--- config.mk ---
export PLATFORM = sky130hd
export DESIGN_NAME = alu_exec_unit
export DESIGN_NICKNAME = d
export VERILOG_FILES = /design/src/rtl/alu_exec_unit.sv
export SDC_FILE = /design/constraint.sdc
export NUM_CORES = 1
export LEC_CHECK = 0
export BUFFER_PORTS_ARGS = -buffer_cell sky130_fd_sc_hd__buf_4
export CAP_MARGIN = 0
export CORE_ASPECT_RATIO = 1.2
export CORE_MARGIN = 4
export CORE_UTILIZATION = 60
export DETAILED_ROUTE_END_ITERATION = 10
export PLACE_DENSITY_LB_ADDON = 0.25
export SETUP_SLACK_MARGIN = 0.02
export SYNTH_ARGS = -nofsm -noshare
export SYNTH_HDL_FRONTEND = slang
export SYNTH_SLANG_ARGS = --single-unit
--- constraint.sdc ---
create_clock -name clk -period 4.8 [get_ports clk]
set_input_delay 0.24 -clock clk [delete_from_list [all_inputs] [get_ports clk]]
set_output_delay 0.24 -clock clk [all_outputs]
set_load 0.05 [all_outputs]
--- src/rtl/alu_exec_unit.sv ---
// Single-issue ALU execute stage. Logic ops, ADD and SUB finish in one edge.
// Shifts by n > 0 step one bit per cycle, so they take n+1 edges.
module alu_exec_unit (
    input  logic        clk,
    input  logic        reset,
    input  logic        flush,
    input  logic        in_valid,
    output logic        in_ready,
    input  logic [3:0]  operation,
    input  logic [31:0] a,
    input  logic [31:0] b,
    output logic        out_valid,
    input  logic        out_ready,
    output logic [31:0] result,
    output logic        zero,
    output logic        busy,
    output logic [1:0]  dbg_state
);

    // Handshake: an operation transfers on an edge with in_valid && in_ready,
    // and a result transfers on an edge with out_valid && out_ready. A flush
    // or reset on that edge overrides both transfers.

    typedef enum logic [1:0] {
        ST_IDLE  = 2'd0,
        ST_SHIFT = 2'd1,
        ST_DONE  = 2'd2
    } state_t;

    localparam logic [3:0] OP_AND = 4'd0;
    localparam logic [3:0] OP_OR  = 4'd1;
    localparam logic [3:0] OP_ADD = 4'd2;
    localparam logic [3:0] OP_XOR = 4'd3;
    localparam logic [3:0] OP_SLL = 4'd4;
    localparam logic [3:0] OP_SRL = 4'd5;
    localparam logic [3:0] OP_SUB = 4'd6;
    localparam logic [3:0] OP_SRA = 4'd7;

    state_t      state_q, state_d;
    logic [31:0] work_q, work_d;
    logic [4:0]  cnt_q, cnt_d;
    logic [3:0]  sop_q, sop_d;
    logic [31:0] result_q, result_d;
    logic        zero_q, zero_d;

    logic        accept;
    logic [31:0] single_res;
    logic [31:0] shifted;

    function automatic logic is_shift(input logic [3:0] op);
        return (op == OP_SLL) || (op == OP_SRL) || (op == OP_SRA);
    endfunction

    // Shift codes reach this path only with shamt 0, so they pass A through.
    function automatic logic [31:0] alu_single(input logic [3:0] op,
                                               input logic [31:0] x,
                                               input logic [31:0] y);
        logic [31:0] r;
        case (op)
            OP_AND:                 r = x & y;
            OP_OR:                  r = x | y;
            OP_ADD:                 r = x + y;
            OP_XOR:                 r = x ^ y;
            OP_SUB:                 r = x - y;
            OP_SLL, OP_SRL, OP_SRA: r = x;
            default:                r = 32'd0;
        endcase
        return r;
    endfunction

    function automatic logic [31:0] shift_one(input logic [3:0] op,
                                              input logic [31:0] w);
        logic [31:0] r;
        case (op)
            OP_SLL:  r = {w[30:0], 1'b0};
            OP_SRL:  r = {1'b0, w[31:1]};
            default: r = {w[31], w[31:1]};
        endcase
        return r;
    endfunction

    always_ff @(posedge clk) begin
        if (reset) begin
            state_q  <= ST_IDLE;
            work_q   <= 32'd0;
            cnt_q    <= 5'd0;
            sop_q    <= 4'd0;
            result_q <= 32'd0;
            zero_q   <= 1'b1;
        end else begin
            state_q  <= state_d;
            work_q   <= work_d;
            cnt_q    <= cnt_d;
            sop_q    <= sop_d;
            result_q <= result_d;
            zero_q   <= zero_d;
        end
    end

    always_comb begin
        state_d    = state_q;
        work_d     = work_q;
        cnt_d      = cnt_q;
        sop_d      = sop_q;
        result_d   = result_q;
        zero_d     = zero_q;
        accept     = in_valid && in_ready && !flush;
        single_res = alu_single(operation, a, b);
        shifted    = shift_one(sop_q, work_q);

        if (flush) begin
            state_d = ST_IDLE;
            cnt_d   = 5'd0;
        end else begin
            case (state_q)
                ST_SHIFT: begin
                    work_d = shifted;
                    cnt_d  = cnt_q - 5'd1;
                    if (cnt_q == 5'd1) begin
                        state_d  = ST_DONE;
                        result_d = shifted;
                        zero_d   = (shifted == 32'd0);
                    end
                end
                ST_DONE: begin
                    if (out_ready && !accept) begin
                        state_d = ST_IDLE;
                    end
                end
                default: ;
            endcase

            // Acceptance happens only in IDLE or DONE. It overrides the DONE
            // drain so that back-to-back operations issue one per cycle.
            if (accept) begin
                if (is_shift(operation) && (b[4:0] != 5'd0)) begin
                    state_d = ST_SHIFT;
                    work_d  = a;
                    cnt_d   = b[4:0];
                    sop_d   = operation;
                end else begin
                    state_d  = ST_DONE;
                    result_d = single_res;
                    zero_d   = (single_res == 32'd0);
                end
            end
        end
    end

    always_comb begin
        in_ready  = (state_q == ST_IDLE) || ((state_q == ST_DONE) && out_ready);
        busy      = (state_q == ST_SHIFT);
        out_valid = (state_q == ST_DONE);
        result    = result_q;
        zero      = zero_q;
        dbg_state = state_q;
    end

endmodule

==> impl_results.md, run 1 <==
- Drt first pass iters: 9
- Clk Latency, worst-skew pair: 340 ps
- Die height: 139 um
- H-tree levels: 3
- Syn nets: 1,251
- Cell row count: 47
- First-pass GRT wire length: 45,400 um
- Worst-path clk slew: 60 ps
- Via density: 6.99
- Period utilization: 88.4%
- CORE AREA: 0.0139 sq mm
- 1st-iter DRT viols: 1,189
- GP Congestion: 0.979
- Critical path origin: b[2]
- # diodes: 0
- Hold Crit Class: input port to flip-flop
- Top_reg_cell synth: dfxtp_1
- Sink Count: 76
- DRT antenna net count: 0
- Status: finished clean
- Commonest non-fill, non-tap cells in the layout: buf_4, ha_1, inv_1
- Power per cell area: 240 mW/mm^2
- Final setup margin: 555 ps
- Sw frac: 34.7%
- Initial cell density of the core: 61.6%
- CTS tree: yes
- Grt total ovfl: 0
- Combinational power share: 36.8%
- Leak: 0.00407 uW
- HP Start: b[1]
- Synth async-reset ratio: 0%
- Total GRT Usage: 34.9%
- Most common cell after layout, fill and taps aside: buf_4
- Setup tns final: 0 ps
- Fin util: 70.7%
- Critical path cell sequence: buf_4 -> nor4_4 -> and3_1 -> nand3_1 -> or3_1 -> or3_1 -> o41ai_2 -> xnor2_1 -> ha_1 -> nand4_1 -> a211o_1 -> nand3_1 -> o211ai_1 -> nor4_1 -> nand4_1 -> o31ai_2
- CTS-repair resized insts: 0
- Synthesized area per cell: 7.96 sq um
- Layout cells sized above 1: 19.4%
- Num ports: 111
- Cts bufs inserted: 9
- Die X: 117 um
- Worst-margin pin slew: 1180 ps
- Worst-path fanout max: 5
- EDFF count, synth: 0
- Synth area leaders: dfxtp_1, ha_1, o221a_2
- Switching power: 817 uW
- Fin crit period: 4240 ps
- Seq cells post-synth: 76
- Max-Cap Viols: 0
- Avg WL per Cell: 22.3 um
- Setup CP Type: input port to flip-flop
- DR vias: 9,170
- Crit Reg-Reg Startpoint: dbg_state[0]
- Highest-delay cell along the critical path: or3_1
- Internal power: 1540 uW
- Clk pwr share: 34.8%
- Crit path capture type: flip-flop
- Vias in the first global route: 8,373
- Clock Skew: 5.82 ps
- Worst path top cell family by delay: simple AND/OR/NAND/NOR gates
- Leading area contributor after synthesis: dfxtp_1
- Nets: 1,313
- Die area: 0.0162 sq mm
- Hold Buf Count CTS: 0
- CP Launch Type: input port
- Worst EP required: 5050 ps
- DRC: 0
- Dpl ws: 290 ps
- Largest net degree at the start of global routing: 60
- Clock Path Buffers: 2
- Final hold vios: 0
- Post-synth cell types: 82
- Seq/Total Area, Yosys: 17.8%
- Sequential Power Share: 28.4%
- Final setup violation count: 0
- Initial antenna violation count: 0
- Cells after synthesis: 1,074
- Clk Tree Root Cell: clkbuf_16
- Final HPWL DP: 22,500 um
- Port buffer count: 110
- Final wirelength: 29,300 um
- Crit path DAT: 4500 ps
- Yosys top cell area share: 17.8%
- Max-slew violations: 0
- Peak supply drop: 0.170 mV
- RSZ-0062 raised after global routing: no
- Mapped cell area: 0.00855 sq mm
- Post-CTS setup buffers: 0
- P&R area growth vs syn: 14.7%
- Synth warn: 0
- Fmax: 0.236 GHz
- Relative slew slack: 21.2%
- Buffers & Inverters on Critical Path: 1
- Worst path max stage delay: 480 ps
[cells in the mapped netlist, drive strengths merged (5+ instances only)]
cell type / n
a211oi: 23
a21o: 13
a21oi: 60
a221oi: 11
a222oi: 13
a22oi: 53
a31oi: 16
and3: 8
and4: 5
buf: 23
clkbuf: 55
dfxtp: 76
ha: 103
inv: 88
mux2i: 32
nand2: 67
nand3: 13
nand4: 22
nor2: 64
nor3: 24
nor4: 18
o211ai: 14
o21ai: 58
o221a: 52
o221ai: 6
o22ai: 6
o31ai: 13
or3: 10
xnor2: 42
xor2: 15
[stage by stage]
stage | hold slack [ps] | instances | instance area [sq um] | total power [uW]
6_report | 197 | 1312 | 9810 | 2360
5_1_grt | 198 | 1312 | 9810 | 2460
4_1_cts | 187 | 1312 | 9810 | 2340
3_5_place_dp | 448 | 1296 | 9440 | 1520
3_3_place_gp | 441 | 1296 | 9440 | 1510
2_1_floorplan | 319 | 1074 | 8550 | 1260
[worst paths after layout]
kind	depth (start not counted)	endpoint	slack [ps]
worst max-delay path	16	zero	560
worst min-delay path	3	cnt_q[1]	200
worst max register to register	9	work_q[6]	1500
worst min register to register	2	sop_q[1]	460
[cells by family after synthesis]
logic type | synth area share (%)
buf+inv | 7.69
flops | 17.8
fa+ha+maj | 15.3
xor+xnor | 5.84
simple gates | 15.2
mux | 3.88
compound gates | 34.3
[power by group through the flow]
stage                     Sequential [uW]  Clock, uW  Combinational (uW)
final                                 670        820                 867
after global routing                  671        848                 936
after CTS                             669        819                 847
after detailed placement              682          0                 842
after global placement                682          0                 833
after floorplan                       729          0                 526
[worst register-to-register path, delay by kind of cell (launching register included)]
family | cells | cell delay [ps]
DFF | 1 | 400
buffers and inverters | 2 | 160
AOI/OAI and AO/OA | 3 | 690
and+or+nand+nor | 3 | 1700
adders and majority gates | 1 | 260
[flip-flops by register name (all words and copies together) (netlist names)]
register   flops
zero           1
sop_q          4
cnt_q          5
dbg_state      2
work_q        32
result        32
[final cells by class]
cell class	instances	area (sq um)
Clock buffer	13	280
Clock inverter	3	90.1
Fill cell	1162	4070
Inverter	90	338
Multi-Input combinational cell	830	6390
Sequential cell	76	1520
Tap cell	171	214
Timing Repair Buffer	129	968
[routing by layer]
layer | track usage [%] | wire length (um)
met1 | 49.9 | 12100
met2 | 55.1 | 13600
met3 | 3.75 | 2840
met5 | 0 | 0
met4 | 9.66 | 809
No activity file was read; power rests on OpenSTA's default activity.
==> inputs of run 2 (changes only) <==
--- a/config.mk
+++ b/config.mk
@@ -5,11 +5,12 @@
 export SDC_FILE = /design/constraint.sdc
 export NUM_CORES = 1
 export LEC_CHECK = 0
+export ABC_AREA = 1
 export BUFFER_PORTS_ARGS = -buffer_cell sky130_fd_sc_hd__buf_4
 export CAP_MARGIN = 0
 export CORE_ASPECT_RATIO = 1.2
 export CORE_MARGIN = 4
-export CORE_UTILIZATION = 60
+export CORE_UTILIZATION = 61
 export DETAILED_ROUTE_END_ITERATION = 10
 export PLACE_DENSITY_LB_ADDON = 0.25
 export SETUP_SLACK_MARGIN = 0.02
==> impl_results.md, run 2 <==
- Leak: 0.00515 uW
- 1st-iter DRT viols: 1,453
- Initial cell density of the core: 62.2%
- RSZ-0062 raised after global routing: no
- CORE AREA: 0.0150 sq mm
- Fin util: 70.3%
- Die height: 144 um
- Fillers: 1,414
- Die X: 121 um
- Nets: 1,827
- Leading area contributor after synthesis: dfxtp_1
- Initial antenna violation count: 0
- GP Congestion: 1.03
- Cell row count: 49
- Final HPWL DP: 25,700 um
- Cts bufs inserted: 9
- Relative slew slack: 18.4%
- GR Layer Usage met1: 50.2%
- EDFF count, synth: 0
- Fin crit period: 3930 ps
- Count leader, synth: nand2_1
- Seq/Total Area, Yosys: 16.3%
- Drt first pass iters: 7
- Clock Skew: 9.84 ps
- Setup tns final: 0 ps
- Largest net degree at the start of global routing: 61
- Hold Crit Class: input port to flip-flop
- Max-slew violations: 0
- Synthesized area per cell: 5.91 sq um
- Fmax: 0.254 GHz
- Clock Path Buffers: 2
- Top cells by count, synth: nand2_1, inv_1, o21ai_0, nor2_1, ha_1
- Mapped cell area: 0.00935 sq mm
- Final wirelength: 33,200 um
- Worst EP required: 4960 ps
- Setup CP Type: input port to flip-flop
- Most common cell after layout, fill and taps aside: nand2_1
- Post-CTS setup buffers: 0
- Power per cell area: 223 mW/mm^2
- Worst-path fanout max: 5
- WHS Endpoint: sop_q[3]
- First-pass GRT wire length: 51,800 um
- Final hold vios: 0
- Placed inst area: 0.0102 sq mm
- Post-synth cell types: 41
- CP Launch Type: input port
- Synth area leaders: dfxtp_1, ha_1, nand2_1
- Worst-margin pin slew: 1220 ps
- Max-Cap Viols: 0
- Worst r2r dst: result[31]
- Avg WL per Cell: 17.8 um
- GRT busiest layer: met2
- P&R area growth vs syn: 13.0%
- Peak supply drop: 0.159 mV
- Synth async-reset ratio: 0%
- Met2 global-route usage: 60.7%
- DRT antenna net count: 0
- Clk Tree Root Cell: clkbuf_16
- DR vias: 11,200
- Synth warn: 0
- CTS tree: yes
- Status: finished clean
- Worst-path clk slew: 60 ps
- Num ports: 111
- H-tree levels: 3
- Top_reg_cell synth: dfxtp_1
- Die area: 0.0174 sq mm
- HP Start: reset
- Final Cell Area: 0.0106 sq mm
- CTS-repair resized insts: 0
- Hold slack: 216 ps
- Period utilization: 81.9%
- Grt total ovfl: 0
- # diodes: 0
- Hold path depth: 2
- Port buffer count: 110
- Fin cells: 1,859
- Clk Latency, worst-skew pair: 340 ps
- Routing usage on met3: 4.69%
- Vias in the first global route: 10,100
- Hold Buf Count CTS: 0
- Syn nets: 1,758
- Total GRT Usage: 37.2%
- DRC: 0
- Sink Count: 76
- Layout cells sized above 1: 9.85%
- Crit path capture type: flip-flop
- Setup slack, reg-to-reg: 1620 ps
- Placed Instances: 1,843
- Commonest non-fill, non-tap cells in the layout: nand2_1, inv_1, o21ai_0
- Yosys top cell area share: 16.3%
- Via density: 6.01
- Final setup violation count: 0
- Cells after synthesis: 1,581
- Crit Reg-Reg Startpoint: dbg_state[1]
- Reg2Reg Depth: 11
- Seq cells post-synth: 76
- Crit path DAT: 4090 ps
## run 2: cell type report
cell class	count	area, sq um	area share [%]
Sequential cell	76	1520	14.4
Inverter	284	1070	10.1
Tap cell	204	255	2.42
Clock inverter	5	75.1	0.711
Multi-Input combinational cell	1160	6510	61.6
Timing Repair Buffer	119	893	8.46
Clock buffer	11	243	2.30
## run 2: how the worst max path moves through the flow
| stage | start | slack, ps | to |
|---|---|---|---|
| floorplan | b[1] | 1500 | zero |
| global placement | b[1] | 700 | result[29] |
| detailed placement | b[1] | 610 | result[29] |
| CTS | b[1] | 930 | result[29] |
| global route | b[0] | 460 | result[29] |
| finish | b[0] | 870 | result[29] |
## run 2: worst max-delay path: stages
cell and delay [ps]:
buf_4 130, inv_1 120, ha_1 190, nand2_1 50, nor2_1 130, nand3_1 110, inv_1 90, nand3_1 90
nor2_1 250, nand4_1 230, inv_1 130, nand3_1 90, o21ai_1 230, o21ai_0 150, xor2_1 160, ha_1 350
nand2_1 130, nor2_1 200, o21ai_0 140, o211a_1 140, nand3_1 110, a21oi_1 70, o21ai_0 150, nand2_1 120
o211ai_1 170, o21ai_0 120
## run 2: through the flow
stage	setup slack, ps	power (uW)
6_report	869	2360
5_1_grt	461	2480
4_1_cts	928	2340
3_5_place_dp	614	1620
3_3_place_gp	705	1600
2_1_floorplan	1500	1320
## run 2: per-layer routing
layer / routed length (um) / vias to the layer above / share of wire, %
met5: 0 / - / 0
met4: 1350 / 0 / 4.1
met3: 3220 / 93 / 9.7
met2: 15000 / 593 / 45
met1: 13600 / 5132 / 41
li1: - / 5356 / -
## run 2: power breakdown
group	leakage [uW]	total (uW)	switching (uW)	internal (uW)
combinational	0.00438	955	645	310
sequential	0.000617	677	19.3	658
clock	0.000159	728	261	467
total	0.00515	2360	925	1430
## run 2: logic make-up after synthesis
kind of cell	count (synthesis)	share of synthesized area (%)
AO/OA/AOI/OAI	381	23.4
XOR/XNOR	32	3.00
adder cells (fa/ha/maj)	104	14.0
buffers and inverters	345	14.2
flip-flops	76	16.3
AND/OR/NAND/NOR	643	29.1
==> inputs of run 3 (changes only) <==
--- a/config.mk
+++ b/config.mk
@@ -10,7 +10,7 @@
 export CAP_MARGIN = 0
 export CORE_ASPECT_RATIO = 1.2
 export CORE_MARGIN = 4
-export CORE_UTILIZATION = 61
+export CORE_UTILIZATION = 55
 export DETAILED_ROUTE_END_ITERATION = 10
 export PLACE_DENSITY_LB_ADDON = 0.25
 export SETUP_SLACK_MARGIN = 0.02
==> constraint.sdc (replaced) <==
create_clock -name clk -period 3.6 [get_ports clk]
set_input_delay 0.18 -clock clk [delete_from_list [all_inputs] [get_ports clk]]
set_output_delay 0.18 -clock clk [all_outputs]
set_load 0.05 [all_outputs]
==> impl_results.md, run 3 (synthesis gave the netlist of run 2 again) <==
- Status: finished clean
- Dpl ws: -194 ps
- Worst EP required: 3870 ps
- Peak supply drop: 0.255 mV
- Port buffer count: 110
- Final HPWL DP: 26,500 um
- Clock Skew: 4.77 ps
- DRT antenna net count: 0
- Initial cell density of the core: 56.8%
- Placed Instances: 1,921
- Die area: 0.0191 sq mm
- Layout cells sized above 1: 16.8%
- Fmax: 0.299 GHz
- Crit path capture type: flip-flop
- First-pass GRT wire length: 51,900 um
- Worst-path fanout max: 4
- Largest net degree at the start of global routing: 60
- Hold Crit Class: input port to flip-flop
- Total GRT Usage: 33.6%
- Worst-path clk slew: 60 ps
- Fin cells: 1,941
- Leak: 0.00552 uW
- Setup CP Type: input port to flip-flop
- Vias in the first global route: 10,100
- Relative slew slack: 18.2%
- CP Launch Type: input port
- Via density: 5.78
- Die X: 127 um
- Fillers: 1,562
- Worst-margin pin slew: 1230 ps
- Setup tns final: 0 ps
- Sink Count: 76
- Power per cell area: 283 mW/mm^2
- Clk Tree Root Cell: clkbuf_16
- Clock Path Buffers: 2
- CTS tree: yes
- H-tree levels: 3
- Clk Latency, worst-skew pair: 340 ps
- Final wirelength: 33,500 um
- GP Congestion: 0.992
- Final setup violation count: 0
- DR vias: 11,200
- Max-slew violations: 0
- Highest-delay cell along the critical path: ha_1
- Nets: 1,901
- Final setup margin: 257 ps
- Grt total ovfl: 0
- Commonest non-fill, non-tap cells in the layout: nand2_1, inv_1, buf_4
- Period utilization: 92.9%
- Hold Buf Count CTS: 0
- Most common cell after layout, fill and taps aside: nand2_1
- Cell row count: 51
- Final Cell Area: 0.0114 sq mm
- Most used cell, CP: nand2_1
- Drt first pass iters: 8
- Crit path DAT: 3620 ps
- # diodes: 0
- Critical path origin: b[1]
- Worst path max stage delay: 390 ps
- HP Start: reset
- Max-Cap Viols: 0
- Num ports: 111
- P&R area growth vs syn: 21.6%
- Crit Reg-Reg Startpoint: dbg_state[1]
- Cts bufs inserted: 9
- Avg WL per Cell: 17.3 um
- DRC: 0
- 1st-iter DRT viols: 1,121
- Initial antenna violation count: 0
- Placed inst area: 0.0108 sq mm
- Final hold vios: 0
- CORE AREA: 0.0165 sq mm
- Fin crit period: 3340 ps
- Die height: 151 um
-- run 3: changes by cell type in the layout (fill, tap and decap cells not counted), moves of 4 or more --
cell,change
nor2_1,-12
nand2_1,-7
inv_1,-5
a21oi_2,+9
nor3_1,-4
a21oi_1,-9
nor2_2,+9
nand3_2,+6
nand2_2,+7
nand3_1,-7
buf_4,+73
-- run 3: worst max-delay path: cells and delay by family --
kind,cells,cell delay (ps)
and+or+nand+nor,17,1760
buffers and inverters,6,560
adders and majority gates,2,520
AOI/OAI and AO/OA,3,420
xor gates and xnor gates,1,170
-- run 3: final cells by class --
class                   count  area, sq um  share of cell area [%]
multi-input cells        1160         6750                    59.4
flip-flops and latches     76         1520                    13.4
repair buffers            193         1450                    12.8
inverters                 284         1070                    9.45
well taps                 212          265                    2.33
clock buffers              11          253                    2.22
clock inverters             5         50.0                   0.440
-- run 3: timing repair --
| item | 4_1_cts | 5_1_grt |
|---|---|---|
| setup endpoints to repair | 0 | 13 |
| buffers inserted | 0 | 4 |
| resized for setup | 0 | 66 |
-- run 3: per-layer routing --
layer / vias to the layer above / part of all wire [%] / GRT usage [%] / wire (um)
met5: - / 0 / 0 / 0
met1: 5120 / 43 / 45.3 / 14500
met2: 515 / 46 / 56.0 / 15300
met4: 0 / 3.2 / 10.7 / 1070
li1: 5503 / - / - / -
met3: 79 / 8.1 / 4.51 / 2720
-- run 3: through the flow --
stage               power, uW  util [%]  hold slack (ps)
floorplan                1760         -              258
global placement         2230      65.5              434
detailed placement       2240      65.5              458
CTS                      3160      67.3              128
global route             3400      69.0              149
finish                   3220      69.0              134
-- run 3: path summary, 6_finish.rpt --
kind | slack [ps] | endpoint | cells after the start
setup / recovery | 260 | zero | 29
hold / removal | 130 | sop_q[2] | 2
setup reg to reg | 980 | result[31] | 9
hold reg to reg | 460 | sop_q[3] | 2
-- run 3: power by group --
part           internal, uW  switching (uW)  leakage, uW
Clock                   569             353     0.000155
Combinational           504             887      0.00475
Sequential              877            25.9     0.000617
